File: config.mk
export PLATFORM = sky130hd
export DESIGN_NAME = pipe_hazard_ctrl
export DESIGN_NICKNAME = d
export VERILOG_FILES = /design/src/rtl/pipe_hazard_ctrl.sv
export SDC_FILE = /design/constraint.sdc
export NUM_CORES = 1
export LEC_CHECK = 0
export CAP_MARGIN = 20
export CORE_MARGIN = 1
export CORE_UTILIZATION = 50
export DETAILED_ROUTE_END_ITERATION = 10
export DONT_BUFFER_PORTS = 1
export PLACE_DENSITY = 0.8
export SYNTH_ARGS = -nofsm -noshare
export SYNTH_HDL_FRONTEND = slang
export SYNTH_SLANG_ARGS = --single-unit
File: constraint.sdc
create_clock -name clk -period 2.12 [get_ports clk]
set_clock_uncertainty 0.05 [all_clocks]
set_input_delay 0.424 -clock clk [delete_from_list [all_inputs] [get_ports clk]]
set_output_delay 0.424 -clock clk [all_outputs]
set_load 0.02 [all_outputs]
File: src/rtl/pipe_hazard_ctrl.sv
// Stall/flush scheduler for a 5-stage pipeline with branches resolved in ID.
// Handles load-use, taken branch/jump, the multicycle mult/div unit and data-memory wait states.
module pipe_hazard_ctrl #(
  parameter int unsigned MUL_CYCLES = 4,
  parameter int unsigned DIV_CYCLES = 32,
  parameter bit          DELAY_SLOT = 1'b0
) (
  input  logic        clk,
  input  logic        reset,
  input  logic [4:0]  rs_id,
  input  logic [4:0]  rt_id,
  input  logic [4:0]  rt_exe,
  input  logic [1:0]  MemRead_exe,
  input  logic        RegWrite_exe,
  input  logic        branch_taken_id,
  input  logic        md_start,
  input  logic        md_is_div,
  input  logic        md_use_id,
  input  logic        mem_req,
  input  logic        mem_ready,
  output logic        stall_pc,
  output logic        stall_ifid,
  output logic        bubble_idex,
  output logic        flush_ifid,
  output logic        stall_idex,
  output logic        stall_exmem,
  output logic        bubble_memwb,
  output logic        md_busy,
  output logic        md_done,
  output logic [31:0] stall_cycles
);

  localparam int unsigned CNT_LOG = $clog2(DIV_CYCLES);
  localparam int unsigned CNT_W   = (CNT_LOG < 1) ? 1 : CNT_LOG;
  localparam logic [CNT_W-1:0] MUL_LOAD = CNT_W'(MUL_CYCLES - 1);
  localparam logic [CNT_W-1:0] DIV_LOAD = CNT_W'(DIV_CYCLES - 1);

  typedef enum logic {
    IDLE = 1'b0,
    BUSY = 1'b1
  } md_state_e;

  md_state_e        state_q;
  logic [CNT_W-1:0] md_cnt_q;
  logic [31:0]      stall_cycles_q;

  logic mem_stall;
  logic lu_stall;
  logic md_stall;

  assign mem_stall = mem_req & ~mem_ready;
  assign lu_stall  = (MemRead_exe != 2'b00) & RegWrite_exe & (rt_exe != 5'd0) &
                     ((rt_exe == rs_id) | (rt_exe == rt_id));

  assign md_busy  = (state_q == BUSY);
  assign md_done  = md_busy & (md_cnt_q == '0);
  // The last busy cycle already lets the HI/LO reader go.
  assign md_stall = md_busy & md_use_id & ~md_done;

  // NOTE: every output gets a default before the priority chain, otherwise
  // an unassigned path would infer a latch.
  always_comb begin
    stall_pc     = 1'b0;
    stall_ifid   = 1'b0;
    bubble_idex  = 1'b0;
    flush_ifid   = 1'b0;
    stall_idex   = 1'b0;
    stall_exmem  = 1'b0;
    bubble_memwb = 1'b0;
    if (reset) begin
      if (mem_stall) begin
        // Whole front end freezes; a pending load-use bubble waits for EXE to move.
        stall_pc     = 1'b1;
        stall_ifid   = 1'b1;
        stall_idex   = 1'b1;
        stall_exmem  = 1'b1;
        bubble_memwb = 1'b1;
      end else if (lu_stall | md_stall) begin
        stall_pc    = 1'b1;
        stall_ifid  = 1'b1;
        bubble_idex = 1'b1;
      end else if (branch_taken_id) begin
        flush_ifid = ~DELAY_SLOT;
      end
    end
  end

  // NOTE: sequential state uses non-blocking assignments so every register
  // samples the pre-edge values regardless of statement order.
  always_ff @(posedge clk or negedge reset) begin
    if (!reset) begin
      state_q  <= IDLE;
      md_cnt_q <= '0;
    end else begin
      case (state_q)
        IDLE: begin
          // A start held under a memory wait is re-sampled once EXE advances.
          if (md_start && !mem_stall) begin
            state_q  <= BUSY;
            md_cnt_q <= md_is_div ? DIV_LOAD : MUL_LOAD;
          end
        end
        BUSY: begin
          if (md_cnt_q == '0) begin
            state_q <= IDLE;
          end else begin
            md_cnt_q <= md_cnt_q - 1'b1;
          end
        end
        default: begin
          state_q  <= IDLE;
          md_cnt_q <= '0;
        end
      endcase
    end
  end

  always_ff @(posedge clk or negedge reset) begin
    if (!reset) begin
      stall_cycles_q <= '0;
    end else if (stall_pc && (stall_cycles_q != '1)) begin
      stall_cycles_q <= stall_cycles_q + 32'd1;
    end
  end

  assign stall_cycles = stall_cycles_q;

endmodule

==> flow_metrics.env <==
export IMPL_layout_drive_gt1_share_pct=37.5
export IMPL_clk_pin_slew_ns=0.08
export IMPL_coreArea_sq_um=4060
export IMPL_setup_violations=6
export IMPL_fmax_mhz=439
export IMPL_crit_path_max_fanout=2
export IMPL_crit_chain="inv_2, ha_4, nor4b_4, nor2_2, a31oi_1, a21boi_2, buf_4, inv_2, buf_6"
export IMPL_die_area_sq_um=4580
export IMPL_grt_pass1_wl_mm=8.38
export IMPL_drtIter0Drc=115
export IMPL_crit_type="flip-flop to output pin"
export IMPL_cp_end_kind="output pin"
export IMPL_period_needed_ns=2.28
export IMPL_p_leak_nw=1.41
export IMPL_required_ns=1.65
export IMPL_cp_start_kind="flip-flop"
export IMPL_maxCapViolations=0
export IMPL_violations="negative setup slack"
export IMPL_syn_avg_cell_area_sq_um=9.45
export IMPL_layout_setup_ws_ns=-0.159
export IMPL_max_stage_delay_ns=0.39
export IMPL_die_h_um=67.6
export IMPL_areaGrowthSynthToFinish_pct=35.7
export IMPL_peakVddDrop_mv=0.650
export IMPL_diodes=0
export IMPL_cts_buffers=5
export IMPL_start_util_pct=53.1
export IMPL_pre_cts_ws_ns=-0.0317
export IMPL_drc=0
export IMPL_max_clock_path_buffers=2
export IMPL_syn_inst=228
export IMPL_min_delay_path_class="primary input to flip-flop"
export IMPL_cts_root_buffer="clkbuf_8"
export IMPL_status="finished with violations"
export IMPL_crit_top_cell="inv_2"
export IMPL_drt_total_wl_mm=5.31
export IMPL_fin_nets=321
export IMPL_multi_input_area_sq_um=1220
export IMPL_cp_slowest_cell="dfrtp_1"
export IMPL_layout_area_seq_sq_um=960
export IMPL_powerDensity_nw_per_um2=967
export IMPL_synth_async_sr_flop_share_pct=100
export IMPL_ys_types=35
export IMPL_synth_seq_cells=38
export IMPL_top_level_ports=67
export IMPL_hold_viol_final=0
export IMPL_crit_arrival_ns=1.80
export IMPL_synth_area_sq_um=2150
export IMPL_ant_nets=0
export IMPL_vias_per_cell=5.55
export IMPL_ys_seq_area_share_pct=44.1
export IMPL_overflow=0
export IMPL_grtUsageTotal_pct=25.2
export IMPL_die_w_um=67.6
export IMPL_period_share_pct=107
export IMPL_rsz0062_at_grt="yes"
export IMPL_grt_max_degree=39
export IMPL_first_global_vias=1892
export IMPL_slew_violations=0
export IMPL_syn_nets=257
export IMPL_synth_edf_count=0
export IMPL_insertion_delay_ns=0.31
export IMPL_grt_antenna_before_repair=0
export IMPL_numPortBuffers=0
export IMPL_cts_sinks=38
export IMPL_cts_tree="yes"
export IMPL_fin_util_pct=72.0
export IMPL_hpwl_mm=3.64
export IMPL_yosys_warnings=0
export IMPL_htree_levels=2
export IMPL_drt_first_pass_iters=4
export IMPL_worst_pin_slew_ns=0.344
export IMPL_slew_headroom_pct=76.7
export IMPL_synthFlopType="dfrtp_1"
export IMPL_gp_congestion=0.906
export IMPL_detail_route_wl_per_cell_um=15.5
export IMPL_vias=1902
export IMPL_power_w=0.00283
export IMPL_floorplan_rows=23
export IMPL_fill_cells=287
==> final timing paths <==
path	startpoint	slack, ns	endpoint	cells after the start
worst max register to register	stall_cycles[1]	-0.01	stall_cycles[5]	7
max in group asynchronous	reset	1.29	stall_cycles[4]	2
worst max-delay path	md_cnt_q[0]	-0.16	stall_pc	9
min in group asynchronous	reset	0.52	stall_cycles[23]	2
worst min-delay path	md_is_div	0.37	md_cnt_q[4]	4
worst min register to register	md_cnt_q[0]	0.52	md_cnt_q[0]	2
==> logic make-up (layout without fill, tap and decap cells) <==
group	after synthesis	count (layout)	synth area share, %
adder cells (fa/ha/maj)	3	3	1.74
multiplexers	2	2	1.16
buffers and inverters	16	81	4.01
AND/OR/NAND/NOR	111	111	27.8
XOR/XNOR	41	41	16.7
AO/OA/AOI/OAI	17	17	4.53
flip-flops	38	38	44.1
==> placed cells by master (no fill, tap or decap), drive strengths merged, types with 10 or more instances in the layout <==
cell   count
nand4     11
xnor2     10
dfrtp     38
nor3      21
nor2      21
nand2     20
buf       67
xor2      31
nand3     14
==> cell usage after synthesis (3+ instances only) <==
cell | n | area [sq um]
nor4_1 | 4 | 25.0
dfrtp_1 | 38 | 951
xor2_1 | 31 | 272
and3_1 | 5 | 31.3
nand3_1 | 12 | 60.1
inv_1 | 5 | 18.8
xnor2_1 | 10 | 87.6
buf_4 | 4 | 30.0
clkbuf_1 | 3 | 11.3
buf_2 | 3 | 15.0
nand2_1 | 20 | 75.1
ha_1 | 3 | 37.5
and2_1 | 3 | 18.8
nor2_1 | 20 | 75.1
a21oi_1 | 6 | 30.0
nor3_1 | 21 | 105
nand4_1 | 11 | 68.8
o21ai_0 | 6 | 30.0
==> state kept, by name, indices dropped and copies added (netlist names) <==
| register | count |
|---|---|
| stall_cycles | 32 |
| md_cnt_q | 5 |
| md_busy | 1 |
==> power by group <==
group	internal (W)	switching [W]	leakage (nW)
clock network	0.000346	0.000273	0.0579
logic	0.000559	0.000628	0.872
registers	0.000882	0.000139	0.480
total	0.00179	0.00104	1.41
==> worst max-delay path: cells and delay by family, from the launching register on <==
kind	cells	cell delay (ns)
DFF	1	0.39
buffers and inverters	4	0.36
AOI/OAI and AO/OA	2	0.33
and+or+nand+nor	2	0.29
adders and majority gates	1	0.12
==> final cells by class <==
type                            instances  share of cell area [%]
Sequential cell                        38                    32.8
Clock inverter                          3                    1.37
Clock buffer                            5                    2.35
Inverter                                5                   0.642
Multi-Input combinational cell        174                    41.9
Tap cell                               50                    2.14
Timing Repair Buffer                   68                    18.8
==> per-stage QoR <==
stage               hold slack, ns  TNS, ns  cells  cell area (sq um)
CTS                          0.359   -0.734    340               2830
detailed placement          0.0796  -0.0458    323               2610
global route                 0.389    -2.27    343               2920
global placement            0.0795        0    323               2610
floorplan                   0.0784  -0.0514    228               2190
finish                       0.371   -0.566    343               2920
==> metal layers <==
metal	up-vias	share of wire [%]	GRT usage (%)
met3	13	7.6	9.29
met5	-	0	0
met1	898	40	28.5
met4	0	3.1	13.6
li1	929	-	-
met2	62	49	40.8
==> what timing repair did <==
action | CTS | global route
setup endpoints to repair | 18 | 33
endpoints found under the hold margin | 38 | 0
buffers inserted | 7 | 8
pin swaps | 5 | 6
resized for setup | 10 | 15
hold buffers | 2 | 0
No activity file was read; power rests on OpenSTA's default activity.
